[src/rtl/sim_progress_monitor_pkg.sv]
// Shared types and default constants for the simulation progress monitor.
package sim_mon_pkg;

    typedef enum logic [1:0] {
        MON_RUN     = 2'd0,
        MON_HALT    = 2'd1,
        MON_HANG    = 2'd2,
        MON_TIMEOUT = 2'd3
    } mon_state_e;

    localparam int          DEF_XLEN        = 32;
    localparam int          DEF_CNT_W       = 32;
    localparam logic [31:0] DEF_HALT_ADDR   = 32'h0000_0134;
    localparam int          DEF_HALT_REPEAT = 10;
    localparam int          DEF_HANG_LIMIT  = 1000;
    localparam int          DEF_TIMEOUT     = 5000;
    localparam int          DEF_TRACE_DEPTH = 8;

    // Any state other than RUN means the program has stopped for good.
    function automatic logic mon_is_terminal(input mon_state_e s);
        return s != MON_RUN;
    endfunction

endpackage

[src/rtl/sim_progress_monitor_if.sv]
// Bundle of CPU-side observation inputs and monitor result outputs.
interface sim_progress_monitor_if #(
    parameter int XLEN        = 32,
    parameter int CNT_W       = 32,
    parameter int TRACE_DEPTH = 8
);
    localparam int CW = $clog2(TRACE_DEPTH + 1);

    logic [XLEN-1:0]  pc_i;
    logic             branch_taken_i;
    logic [XLEN-1:0]  branch_target_i;
    logic             trace_rd_i;
    logic [XLEN-1:0]  trace_data_o;
    logic             trace_valid_o;
    logic [CW-1:0]    trace_count_o;
    logic             trace_ovf_o;
    logic [CNT_W-1:0] instr_count_o;
    logic [CNT_W-1:0] branch_count_o;
    logic [1:0]       state_o;
    logic             done_o;
    logic [XLEN-1:0]  stop_pc_o;

    modport master (
        output pc_i, branch_taken_i, branch_target_i, trace_rd_i,
        input  trace_data_o, trace_valid_o, trace_count_o, trace_ovf_o,
        input  instr_count_o, branch_count_o, state_o, done_o, stop_pc_o
    );

    modport slave (
        input  pc_i, branch_taken_i, branch_target_i, trace_rd_i,
        output trace_data_o, trace_valid_o, trace_count_o, trace_ovf_o,
        output instr_count_o, branch_count_o, state_o, done_o, stop_pc_o
    );

endinterface

[src/rtl/sim_progress_monitor_trace_ring_buffer.sv]
// Circular buffer that keeps the most recent DEPTH entries, overwriting the oldest when full.
module trace_ring_buffer #(
    parameter int W     = 32,
    parameter int DEPTH = 8
) (
    input  logic                       clk,
    input  logic                       rst_n,
    input  logic                       push_i,
    input  logic [W-1:0]               push_data_i,
    input  logic                       pop_i,
    output logic [W-1:0]               rd_data_o,
    output logic                       valid_o,
    output logic [$clog2(DEPTH+1)-1:0] count_o,
    output logic                       ovf_o
);
    localparam int CW = $clog2(DEPTH + 1);
    localparam int PW = $clog2(DEPTH);

    logic [W-1:0]  mem_q [DEPTH];
    logic [W-1:0]  mem_d [DEPTH];
    logic [PW-1:0] wr_ptr_q, wr_ptr_d;
    logic [PW-1:0] rd_ptr_q, rd_ptr_d;
    logic [CW-1:0] count_q, count_d;
    logic          ovf_q, ovf_d;
    logic          do_pop;
    logic          full;

    assign do_pop = pop_i && (count_q != '0);
    assign full   = (count_q == CW'(DEPTH));

    // Next-state for storage, pointers, occupancy and the sticky overflow flag.
    always_comb begin
        mem_d    = mem_q;
        wr_ptr_d = wr_ptr_q;
        rd_ptr_d = rd_ptr_q;
        count_d  = count_q;
        ovf_d    = ovf_q;
        if (push_i) begin
            mem_d[wr_ptr_q] = push_data_i;
            wr_ptr_d        = wr_ptr_q + 1'b1;
        end
        if (push_i && full && !do_pop) begin
            rd_ptr_d = rd_ptr_q + 1'b1;
            ovf_d    = 1'b1;
        end else begin
            if (do_pop) begin
                rd_ptr_d = rd_ptr_q + 1'b1;
            end
            if (push_i && !do_pop) begin
                count_d = count_q + 1'b1;
            end else if (!push_i && do_pop) begin
                count_d = count_q - 1'b1;
            end
        end
    end

    // Register update; reset also wipes storage so the read port shows zero.
    always_ff @(posedge clk) begin
        if (!rst_n) begin
            for (int i = 0; i < DEPTH; i++) begin
                mem_q[i] <= '0;
            end
            wr_ptr_q <= '0;
            rd_ptr_q <= '0;
            count_q  <= '0;
            ovf_q    <= 1'b0;
        end else begin
            mem_q    <= mem_d;
            wr_ptr_q <= wr_ptr_d;
            rd_ptr_q <= rd_ptr_d;
            count_q  <= count_d;
            ovf_q    <= ovf_d;
        end
    end

    assign rd_data_o = mem_q[rd_ptr_q];
    assign valid_o   = (count_q != '0);
    assign count_o   = count_q;
    assign ovf_o     = ovf_q;

endmodule

[src/rtl/sim_progress_monitor.sv]
// Run-control monitor: detects halt loop, hung PC and timeout, counts instructions/branches.
module sim_progress_monitor
    import sim_mon_pkg::*;
#(
    parameter int              XLEN        = DEF_XLEN,
    parameter int              CNT_W       = DEF_CNT_W,
    parameter logic [XLEN-1:0] HALT_ADDR   = XLEN'(DEF_HALT_ADDR),
    parameter int              HALT_REPEAT = DEF_HALT_REPEAT,
    parameter int              HANG_LIMIT  = DEF_HANG_LIMIT,
    parameter int              TIMEOUT     = DEF_TIMEOUT,
    parameter int              TRACE_DEPTH = DEF_TRACE_DEPTH
) (
    input logic                   clk,
    input logic                   rst_n,
    sim_progress_monitor_if.slave mon
);
    localparam logic [CNT_W-1:0] HALT_REP_C = CNT_W'(HALT_REPEAT);
    localparam logic [CNT_W-1:0] HANG_C     = CNT_W'(HANG_LIMIT);
    localparam logic [CNT_W-1:0] LAST_RUN_C = CNT_W'(TIMEOUT - 1);

    mon_state_e       state_q, state_d;
    logic [XLEN-1:0]  last_pc_q, last_pc_d;
    logic             last_vld_q, last_vld_d;
    logic [CNT_W-1:0] run_cnt_q, run_cnt_d;
    logic [CNT_W-1:0] instr_cnt_q, instr_cnt_d;
    logic [CNT_W-1:0] branch_cnt_q, branch_cnt_d;
    logic [XLEN-1:0]  stop_pc_q, stop_pc_d;

    logic in_run;
    logic rep;
    logic at_halt;

    assign in_run  = (state_q == MON_RUN);
    assign rep     = last_vld_q && (mon.pc_i == last_pc_q);
    assign at_halt = (mon.pc_i == HALT_ADDR);

    // FSM next state: halt beats hang beats timeout; the PC is captured on the way out of RUN.
    always_comb begin
        state_d   = state_q;
        stop_pc_d = stop_pc_q;
        if (in_run) begin
            if (rep && at_halt && (run_cnt_q >= HALT_REP_C)) begin
                state_d   = MON_HALT;
                stop_pc_d = mon.pc_i;
            end else if (rep && !at_halt && (run_cnt_q >= HANG_C)) begin
                state_d   = MON_HANG;
                stop_pc_d = mon.pc_i;
            end else if (instr_cnt_q == LAST_RUN_C) begin
                state_d   = MON_TIMEOUT;
                stop_pc_d = mon.pc_i;
            end
        end
    end

    // Repeat tracking and saturating statistics; everything freezes once the run has ended.
    always_comb begin
        last_pc_d    = last_pc_q;
        last_vld_d   = last_vld_q;
        run_cnt_d    = run_cnt_q;
        instr_cnt_d  = instr_cnt_q;
        branch_cnt_d = branch_cnt_q;
        if (in_run) begin
            last_pc_d  = mon.pc_i;
            last_vld_d = 1'b1;
            if (rep) begin
                run_cnt_d = (run_cnt_q == '1) ? run_cnt_q : run_cnt_q + 1'b1;
            end else begin
                run_cnt_d = '0;
            end
            instr_cnt_d = (instr_cnt_q == '1) ? instr_cnt_q : instr_cnt_q + 1'b1;
            if (mon.branch_taken_i && (branch_cnt_q != '1)) begin
                branch_cnt_d = branch_cnt_q + 1'b1;
            end
        end
    end

    // State and counter registers with synchronous active-low reset.
    always_ff @(posedge clk) begin
        if (!rst_n) begin
            state_q      <= MON_RUN;
            last_pc_q    <= '0;
            last_vld_q   <= 1'b0;
            run_cnt_q    <= '0;
            instr_cnt_q  <= '0;
            branch_cnt_q <= '0;
            stop_pc_q    <= '0;
        end else begin
            state_q      <= state_d;
            last_pc_q    <= last_pc_d;
            last_vld_q   <= last_vld_d;
            run_cnt_q    <= run_cnt_d;
            instr_cnt_q  <= instr_cnt_d;
            branch_cnt_q <= branch_cnt_d;
            stop_pc_q    <= stop_pc_d;
        end
    end

    trace_ring_buffer #(
        .W     (XLEN),
        .DEPTH (TRACE_DEPTH)
    ) u_trace (
        .clk         (clk),
        .rst_n       (rst_n),
        .push_i      (mon.branch_taken_i && in_run),
        .push_data_i (mon.branch_target_i),
        .pop_i       (mon.trace_rd_i),
        .rd_data_o   (mon.trace_data_o),
        .valid_o     (mon.trace_valid_o),
        .count_o     (mon.trace_count_o),
        .ovf_o       (mon.trace_ovf_o)
    );

    assign mon.instr_count_o  = instr_cnt_q;
    assign mon.branch_count_o = branch_cnt_q;
    assign mon.state_o        = state_q;
    assign mon.done_o         = mon_is_terminal(state_q);
    assign mon.stop_pc_o      = stop_pc_q;

endmodule

[src/flat_wrapper.sv]
// flat-port wrapper written by rule: the top's interface ports become plain ports
module sim_progress_monitor_flat import sim_mon_pkg::*;
#(
    parameter int              XLEN        = DEF_XLEN,
    parameter int              CNT_W       = DEF_CNT_W,
    parameter logic [XLEN-1:0] HALT_ADDR   = XLEN'(DEF_HALT_ADDR),
    parameter int              HALT_REPEAT = DEF_HALT_REPEAT,
    parameter int              HANG_LIMIT  = DEF_HANG_LIMIT,
    parameter int              TIMEOUT     = DEF_TIMEOUT,
    parameter int              TRACE_DEPTH = DEF_TRACE_DEPTH
)
  (clk, rst_n, mon_pc_i, mon_branch_taken_i, mon_branch_target_i, mon_trace_rd_i, mon_trace_data_o, mon_trace_valid_o, mon_trace_count_o, mon_trace_ovf_o, mon_instr_count_o, mon_branch_count_o, mon_state_o, mon_done_o, mon_stop_pc_o);
  sim_progress_monitor_if #(.XLEN(XLEN), .CNT_W(CNT_W), .TRACE_DEPTH(TRACE_DEPTH)) mon_i ();
  input logic clk;
  input logic rst_n;
  input wire logic [$bits(mon_i.pc_i)-1:0] mon_pc_i;
  input wire logic [$bits(mon_i.branch_taken_i)-1:0] mon_branch_taken_i;
  input wire logic [$bits(mon_i.branch_target_i)-1:0] mon_branch_target_i;
  input wire logic [$bits(mon_i.trace_rd_i)-1:0] mon_trace_rd_i;
  output wire logic [$bits(mon_i.trace_data_o)-1:0] mon_trace_data_o;
  output wire logic [$bits(mon_i.trace_valid_o)-1:0] mon_trace_valid_o;
  output wire logic [$bits(mon_i.trace_count_o)-1:0] mon_trace_count_o;
  output wire logic [$bits(mon_i.trace_ovf_o)-1:0] mon_trace_ovf_o;
  output wire logic [$bits(mon_i.instr_count_o)-1:0] mon_instr_count_o;
  output wire logic [$bits(mon_i.branch_count_o)-1:0] mon_branch_count_o;
  output wire logic [$bits(mon_i.state_o)-1:0] mon_state_o;
  output wire logic [$bits(mon_i.done_o)-1:0] mon_done_o;
  output wire logic [$bits(mon_i.stop_pc_o)-1:0] mon_stop_pc_o;
  assign mon_i.pc_i = mon_pc_i;
  assign mon_i.branch_taken_i = mon_branch_taken_i;
  assign mon_i.branch_target_i = mon_branch_target_i;
  assign mon_i.trace_rd_i = mon_trace_rd_i;
  assign mon_trace_data_o = mon_i.trace_data_o;
  assign mon_trace_valid_o = mon_i.trace_valid_o;
  assign mon_trace_count_o = mon_i.trace_count_o;
  assign mon_trace_ovf_o = mon_i.trace_ovf_o;
  assign mon_instr_count_o = mon_i.instr_count_o;
  assign mon_branch_count_o = mon_i.branch_count_o;
  assign mon_state_o = mon_i.state_o;
  assign mon_done_o = mon_i.done_o;
  assign mon_stop_pc_o = mon_i.stop_pc_o;
  sim_progress_monitor #(.XLEN(XLEN), .CNT_W(CNT_W), .HALT_ADDR(HALT_ADDR), .HALT_REPEAT(HALT_REPEAT), .HANG_LIMIT(HANG_LIMIT), .TIMEOUT(TIMEOUT), .TRACE_DEPTH(TRACE_DEPTH)) u_core (.clk(clk), .rst_n(rst_n), .mon(mon_i));
endmodule
[config.mk]
export PLATFORM = sky130hd
export DESIGN_NAME = sim_progress_monitor_flat
export DESIGN_NICKNAME = d
export VERILOG_FILES = /design/src/rtl/sim_progress_monitor_pkg.sv /design/src/rtl/sim_progress_monitor_if.sv /design/src/rtl/sim_progress_monitor_trace_ring_buffer.sv /design/src/rtl/sim_progress_monitor.sv /design/src/flat_wrapper.sv
export SDC_FILE = /design/constraint.sdc
export NUM_CORES = 1
export LEC_CHECK = 0
export ABC_CLOCK_PERIOD_IN_PS = 2700
export CAP_MARGIN = 20
export CELL_PAD_IN_SITES_DETAIL_PLACEMENT = 0
export CELL_PAD_IN_SITES_GLOBAL_PLACEMENT = 1
export CORE_UTILIZATION = 30
export DETAILED_ROUTE_END_ITERATION = 8
export GPL_ROUTABILITY_DRIVEN = 1
export PLACE_DENSITY_LB_ADDON = 0.3
export SYNTH_ARGS = -nofsm -noshare
export SYNTH_HDL_FRONTEND = slang
export SYNTH_SLANG_ARGS = --single-unit
export TNS_END_PERCENT = 50
[constraint.sdc]
create_clock -name clk -period 2.7 [get_ports clk]
set_input_delay 0.675 -clock clk [delete_from_list [all_inputs] [get_ports clk]]
set_output_delay 0.675 -clock clk [all_outputs]
set_load 0.03 [all_outputs]
==> Implementation_results.wiki, run 1 <==
{| class="wikitable"
! Metric !! Value
|-
| Effective utilization at floorplan || 30.4%
|-
| Initial DRC count || 1056
|-
| Leading cell type in the layout, fill and taps excluded || nand2_1
|-
| Ys async rst share || 0%
|-
| Non-Filler Instances || 3400
|-
| Global-route total usage across every layer || 18.6%
|-
| Post-layout nets || 2587
|-
| Net Sw Frac || 27.6%
|-
| CTS tree || done
|-
| Worst Hold Depth || 2
|-
| Remaining global-route overflow || 0
|-
| Crit path max fanout || 7
|-
| Count of standard-cell rows || 92
|-
| Per-instance average area after synthesis || 8.44 um^2
|-
| Clock power share || 40.2%
|-
| IO buf count || 204
|-
| CTS sink count || 430
|-
| F_max || 335 MHz
|-
| Worst Setup Start Kind || flip-flop
|-
| Crit path kind || flip-flop to output pin
|-
| Final hold violation count || 0
|-
| Leakage power of the design || 8.61 nW
|-
| Max-slew violation total from the final report || 0
|-
| Core area || 63000 um^2
|-
| Worst rel slew slack || 51.1%
|-
| Predominant post-synthesis flop cell || dfxtp_1
|-
| Floorplan die height || 254 um
|-
| Wire per inst || 18.1 um
|-
| Logic depth of the worst register-to-register path || 9
|-
| Cell area after synthesis || 19100 um^2
|-
| Type of element capturing the critical path || output pin
|-
| Boundary pin count || 205
|-
| Distinct cells, synth || 69
|-
| Num CTS Buffers || 51
|-
| Routability congestion estimate from global placement || 0.807
|-
| Width of the die || 254 um
|-
| CTS H-tree lvls || 2
|-
| Measured slew at the worst slew-check pin || 734 ps
|-
| First-pass GRT wire length || 94500 um
|-
| Number of warnings issued by yosys || 0
|-
| Root Driver || clkbuf_16
|-
| Power Internal || 0.0123 W
|-
| Clk_skew || 44.4 ps
|-
| Combinational share of power || 20.7%
|-
| Vias in the first global route || 16400
|-
| Area of all placed cells without fillers || 25200 um^2
|-
| Number of antenna violations at the first check in global routing || 4
|-
| Half-perimeter wire length of the detailed placement result || 38200 um
|-
| DRT antenna net count || 0
|-
| Cell Area, Placed || 22800 um^2
|-
| Synthesized netlist net count || 2342
|-
| Final setup violating endpoints || 32
|-
| Per-cell via count in the routed design || 4.98
|-
| Maximum vdd drop || 528 uV
|-
| Total Die Area || 64700 um^2
|-
| Area overhead of the layout relative to synthesis || 32.0%
|-
| Portion of the post-synthesis area used by sequential elements || 45.0%
|-
| Clock tree buffer depth || 3
|-
| Violations in the final reports || setup timing
|-
| Cell Count Post-Placement || 3262
|-
| Number of instances in the synthesized netlist || 2264
|-
| Aggregate routed wire length || 61400 um
|-
| Setup repair after global routing missed its margin || true
|-
| Switching power || 0.00471 W
|-
| CP Data Arrival Time || 2310 ps
|-
| Maximum number of pins on one net before global-route repair || 76
|-
| Class of the most critical hold timing path || flip-flop to flip-flop
|-
| Via count of the routed design || 16900
|-
| Run status || complete, but fails checks
|-
| Most frequent cells in the layout || 620 x nand2_1, 427 x dfxtp_1, 333 x a21oi_1, 170 x clkdlybuf4s50_1, 117 x buf_4
|-
| Proportion of layout cells with a drive suffix above 1 || 17.7%
|-
| Power density relative to cell area || 675 nW/um^2
|-
| Max-cap violations || 0
|-
| Clk Latency, worst-skew pair || 610 ps
|-
| Final critical path time including I/O delays and setup || 2990 ps
|-
| Flip-flop and latch count after synthesis || 430
|-
| Filler Cells Inserted || 6297
|-
| Number of synthesized flops with an enable pin || 0
|-
| Required time worst endpoint || 2030 ps
|-
| Pre-CTS worst setup slack || -566 ps
|-
| Final TNS setup || -6830 ps
|-
| TritonRoute pass-1 iters || 5
|-
| Post-layout worst setup margin || -288 ps
|-
| Final Total Pwr || 0.0170 W
|-
| Sequential group share of total power || 39.1%
|-
| Reg clk slew, reported paths || 60 ps
|-
| DRC Markers || 0
|-
| Period utilization || 111%
|}
## cell type report
class | instances | area (um^2) | share of cell area (%)
tap | 846 | 1060 | 4.20
sequential | 430 | 8620 | 34.2
clock buffer | 77 | 1490 | 5.92
multi-input combinational | 1630 | 9820 | 38.9
timing repair buffer | 377 | 3960 | 15.7
inverter | 19 | 78.8 | 0.313
clock inverter | 19 | 185 | 0.734
antenna | 2 | 5.00 | 0.0198
## path summary, 6_finish.rpt
path	from	to	slack [ps]
setup / recovery	u_core.u_trace.rd_ptr_q[0]$_SDFFE_PN0P_	mon_trace_data_o[12]	-290
hold / removal	u_core.u_trace.mem_q[173]$_SDFFE_PN0P_	u_core.u_trace.mem_q[173]$_SDFFE_PN0P_	450
setup reg to reg	u_core.mon.instr_count_o[0]$_SDFFE_PN0P_	u_core.mon.state_o[0]$_SDFFE_PN0P_	260
hold reg to reg	u_core.u_trace.mem_q[173]$_SDFFE_PN0P_	u_core.u_trace.mem_q[173]$_SDFFE_PN0P_	450
## state kept, by name, summed over array words and instances (netlist names)
register                   flops
u_core.mon.instr_count_o      32
u_core.u_trace.mem_q         256
u_core.last_vld_q              1
u_core.u_trace.wr_ptr_q        3
u_core.mon.state_o             2
u_core.run_cnt_q              32
u_core.mon.stop_pc_o          32
u_core.u_trace.rd_ptr_q        3
u_core.last_pc_q              32
u_core.mon.branch_count_o     32
u_core.u_trace.count_o         4
u_core.u_trace.ovf_o           1
## per-stage QoR
stage / util, % / hold slack, ps
5_1_grt: 40.1 / 467
3_5_place_dp: 36.2 / 444
6_report: 40.1 / 451
4_1_cts: 39.7 / 453
3_3_place_gp: 36.2 / 438
2_1_floorplan: - / 433
## worst max-delay path, cell delays in order, from the launching register on
cell     delay [ps]
dfxtp_4         440
buf_6           160
buf_12          140
mux4_2          510
mux2_4          310
buf_6           150
## timing repair
action                                  CTS  global route
hold buffers                              0             0
resized for setup                        95            50
endpoints found under the setup margin   33            73
setup buffers                            28            13
cloned                                    3             1
## cells in the mapped netlist (28+ instances only)
cell,number,area (um^2)
a21oi_1,334,1670
clkbuf_1,133,499
clkbuf_2,28,140
dfxtp_1,430,8610
mux2_2,32,360
mux4_2,64,1440
nand2_1,620,2330
nand3_1,93,465
nand4_1,34,213
nor2_1,95,357
o21ai_0,29,145
xnor2_1,67,587
xor2_1,37,324
## per-layer routing
metal  GRT usage, %  vias to the layer above  routed length [um]
met1           24.1                     8198               26900
met3           3.94                       83                3580
li1               -                     8257                   -
met5              0                        -                  31
met4           4.53                        6                1240
met2           31.5                      396               29600
## cells by family after synthesis
group                      count (synthesis)  share of synthesized area [%]
AOI/OAI and AO/OA                        440                           12.7
xor gates and xnor gates                 104                           4.77
adders and majority gates                 10                          0.694
buffers and inverters                    204                           4.52
DFF                                      430                           45.0
muxes                                     98                           9.53
and+or+nand+nor                          978                           22.7
## power by group through the flow
stage / combinational, W / clock, W / sequential (W)
global placement: 0.00270 / 0 / 0.00685
CTS: 0.00341 / 0.00705 / 0.00664
detailed placement: 0.00272 / 0 / 0.00686
floorplan: 0.00162 / 0 / 0.00681
global route: 0.00373 / 0.00731 / 0.00667
finish: 0.00352 / 0.00685 / 0.00665
Note: power is estimated with default switching activity, not from simulation.
==> inputs of run 2 (changes only) <==
--- a/config.mk
+++ b/config.mk
@@ -9,7 +9,7 @@
 export CAP_MARGIN = 20
 export CELL_PAD_IN_SITES_DETAIL_PLACEMENT = 0
 export CELL_PAD_IN_SITES_GLOBAL_PLACEMENT = 1
-export CORE_UTILIZATION = 30
+export CORE_UTILIZATION = 31
 export DETAILED_ROUTE_END_ITERATION = 8
 export GPL_ROUTABILITY_DRIVEN = 1
 export PLACE_DENSITY_LB_ADDON = 0.3
==> run 2 against run 1 <==
Net effect: the run still ends with setup timing left; sequential share of layout area rose by 0.17 points; via count barely moved; count of clock-buffer cells in the layout fell by 2; global-route usage rose by 0.50 points; largest cell class unchanged; final cell count fell by 2.2%.
==> Implementation_results.wiki, run 2 (same netlist as run 1, synthesis figures left out) <==
{| class="wikitable"
! Metric !! Value
|-
| Num CTS Buffers || 50 (-2.0%)
|-
| Non-Filler Instances || 3326 (-2.2%)
|-
| Vias in the first global route || 16900 (+2.9%)
|-
| Delay contributed by the slowest stage of the critical path || 520 ps (about the same)
|-
| Final Total Pwr || 0.0169 W (-0.53%)
|-
| Worst rel slew slack || 58.5% (+7.4 points)
|-
| Maximum vdd drop || 374 uV (-29%)
|-
| Crit path max fanout || 7 (unchanged)
|-
| F_max || 337 MHz (+0.84%)
|-
| Final setup violating endpoints || 32 (unchanged)
|-
| Most flops, register || u_core.u_trace.mem_q
|-
| Cell Count Post-Placement || 3200 (-1.9%)
|-
| Run status || complete, but fails checks
|-
| Floorplan die height || 250 um (-1.6%)
|-
| Per-cell via count in the routed design || 5.09 (+2.2%)
|-
| Maximum number of pins on one net before global-route repair || 73 (-3.9%)
|-
| Class of the most critical hold timing path || flip-flop to flip-flop
|-
| Half-perimeter wire length of the detailed placement result || 38200 um (about the same)
|-
| Power density relative to cell area || 675 nW/um^2 (about the same)
|-
| Worst-path cell with the longest stage delay || mux4_2
|-
| R2r setup slk || 240 ps (-20 ps)
|-
| Leading cell type in the layout, fill and taps excluded || nand2_1
|-
| Core area || 60600 um^2 (-3.8%)
|-
| Crit path kind || flip-flop to output pin
|-
| Count of standard-cell rows || 90 (-2.2%)
|-
| Max-slew violation total from the final report || 0 (unchanged)
|-
| Post-layout nets || 2584 (-0.12%)
|-
| Post-layout worst setup margin || -263 ps (+24.8 ps)
|-
| Clk Latency, worst-skew pair || 590 ps (-20 ps)
|-
| Type of element capturing the critical path || output pin
|-
| CTS tree || done
|-
| First-pass GRT wire length || 95700 um (+1.2%)
|-
| Proportion of layout cells with a drive suffix above 1 || 17.3% (-0.40 points)
|-
| Leakage power of the design || 8.58 nW (-0.33%)
|-
| CTS sink count || 430 (unchanged)
|-
| Worst Setup Start Kind || flip-flop
|-
| Root Driver || clkbuf_16
|-
| Initial DRC count || 1191 (+13%)
|-
| CP Data Arrival Time || 2290 ps (-20 ps)
|-
| Aggregate routed wire length || 60600 um (-1.3%)
|-
| Clock tree buffer depth || 3 (unchanged)
|-
| Setup repair after global routing missed its margin || true
|-
| Max reg flops || 256 (unchanged)
|-
| DRT antenna net count || 0 (unchanged)
|-
| Total Die Area || 62700 um^2 (-3.2%)
|-
| TritonRoute pass-1 iters || 5 (unchanged)
|-
| Routability congestion estimate from global placement || 0.831 (+3.0%)
|-
| IO buf count || 204 (unchanged)
|-
| Measured slew at the worst slew-check pin || 623 ps (-111 ps)
|-
| Clk_skew || 21.8 ps (-22.6 ps)
|-
| Number of antenna violations at the first check in global routing || 3 (-1)
|-
| Wire per inst || 18.2 um (+0.86%)
|-
| Width of the die || 250 um (-1.6%)
|-
| Sequence of cells on the critical path || buf_6 > buf_12 > mux4_2 > mux2_4 > buf_6
|-
| Effective utilization at floorplan || 31.5% (+1.2 points)
|-
| Reg clk slew, reported paths || 60 ps (about the same)
|-
| Final hold violation count || 0 (unchanged)
|-
| Post-layout util || 41.4% (+1.4 points)
|-
| Most frequent cell on the critical path || buf_6
|-
| Remaining global-route overflow || 0 (unchanged)
|-
| Area overhead of the layout relative to synthesis || 31.3%
|-
| Violations in the final reports || setup timing
|-
| CTS H-tree lvls || 2 (unchanged)
|-
| Final critical path time including I/O delays and setup || 2960 ps (-24.8 ps)
|-
| Most frequent cells in the layout || 620 x nand2_1, 427 x dfxtp_1, 333 x a21oi_1, 170 x clkdlybuf4s50_1, 115 x buf_4
|-
| Max-cap violations || 0 (unchanged)
|-
| Global-route total usage across every layer || 19.1% (+0.50 points)
|-
| Boundary pin count || 205 (unchanged)
|-
| Required time worst endpoint || 2030 ps (about the same)
|-
| DRC Markers || 0 (unchanged)
|-
| # hold bufs at CTS || 0 (unchanged)
|-
| Period utilization || 110% (-0.92 points)
|-
| Via count of the routed design || 16900 (-0.053%)
|}
run 2: where the power goes:
part,switching (W),internal (W)
combinational,0.00170,0.00184
sequential,0.000146,0.00651
clock,0.00274,0.00400
total,0.00459,0.0124
run 2: per-layer routing:
layer / global-route usage [%] / wire length [um] / part of all wire, %
met4: 5.91 / 1460 / 2.4
met2: 31.7 / 28800 / 47
met5: 0 / 0 / 0
met1: 24.8 / 26500 / 44
met3: 4.14 / 3910 / 6.5
run 2: what timing repair did:
action / CTS / global route
resized for setup: 107 / 20
buffers inserted: 27 / 6
setup endpoints to repair: 34 / 66
gates cloned: 4 / 0
hold endpoints to repair: 0 / 0
run 2: metrics by stage:
| step | TNS (ps) | cell area, um^2 | setup slack (ps) | hold slack, ps |
|---|---|---|---|---|
| finish | -6400 | 25100 | -263 | 451 |
| global route | -8490 | 25100 | -329 | 467 |
| CTS | -7840 | 25000 | -318 | 452 |
| detailed placement | -40750 | 22800 | -400 | 443 |
| global placement | -36890 | 22800 | -410 | 438 |
| floorplan | 0 | 19100 | 1.58 | 433 |
run 2: final timing paths:
check | cells past startpoint | start | endpoint
max | 5 | u_core.u_trace.rd_ptr_q[0]$_SDFFE_PN0P_ | mon_trace_data_o[25]
min | 2 | u_core.u_trace.mem_q[88]$_SDFFE_PN0P_ | u_core.u_trace.mem_q[88]$_SDFFE_PN0P_
max reg2reg | 7 | u_core.mon.instr_count_o[2]$_SDFFE_PN0P_ | u_core.mon.instr_count_o[23]$_SDFFE_PN0P_
min reg2reg | 2 | u_core.u_trace.mem_q[88]$_SDFFE_PN0P_ | u_core.u_trace.mem_q[88]$_SDFFE_PN0P_
run 2: worst max-delay path: cells and delay by family, from the launching register on:
kind / cells / cell delay, ps
flip-flops: 1 / 420
buffers and inverters: 3 / 450
multiplexers: 2 / 840
run 2: area by class of cell:
type | instances | area, um^2
Fill cell | 6022 | 35500
Multi-Input combinational cell | 1630 | 9800
Sequential cell | 430 | 8620
Timing Repair Buffer | 375 | 3980
Clock buffer | 75 | 1500
Tap cell | 782 | 978
Clock inverter | 13 | 143
Inverter | 19 | 78.8
Antenna cell | 2 | 5.00
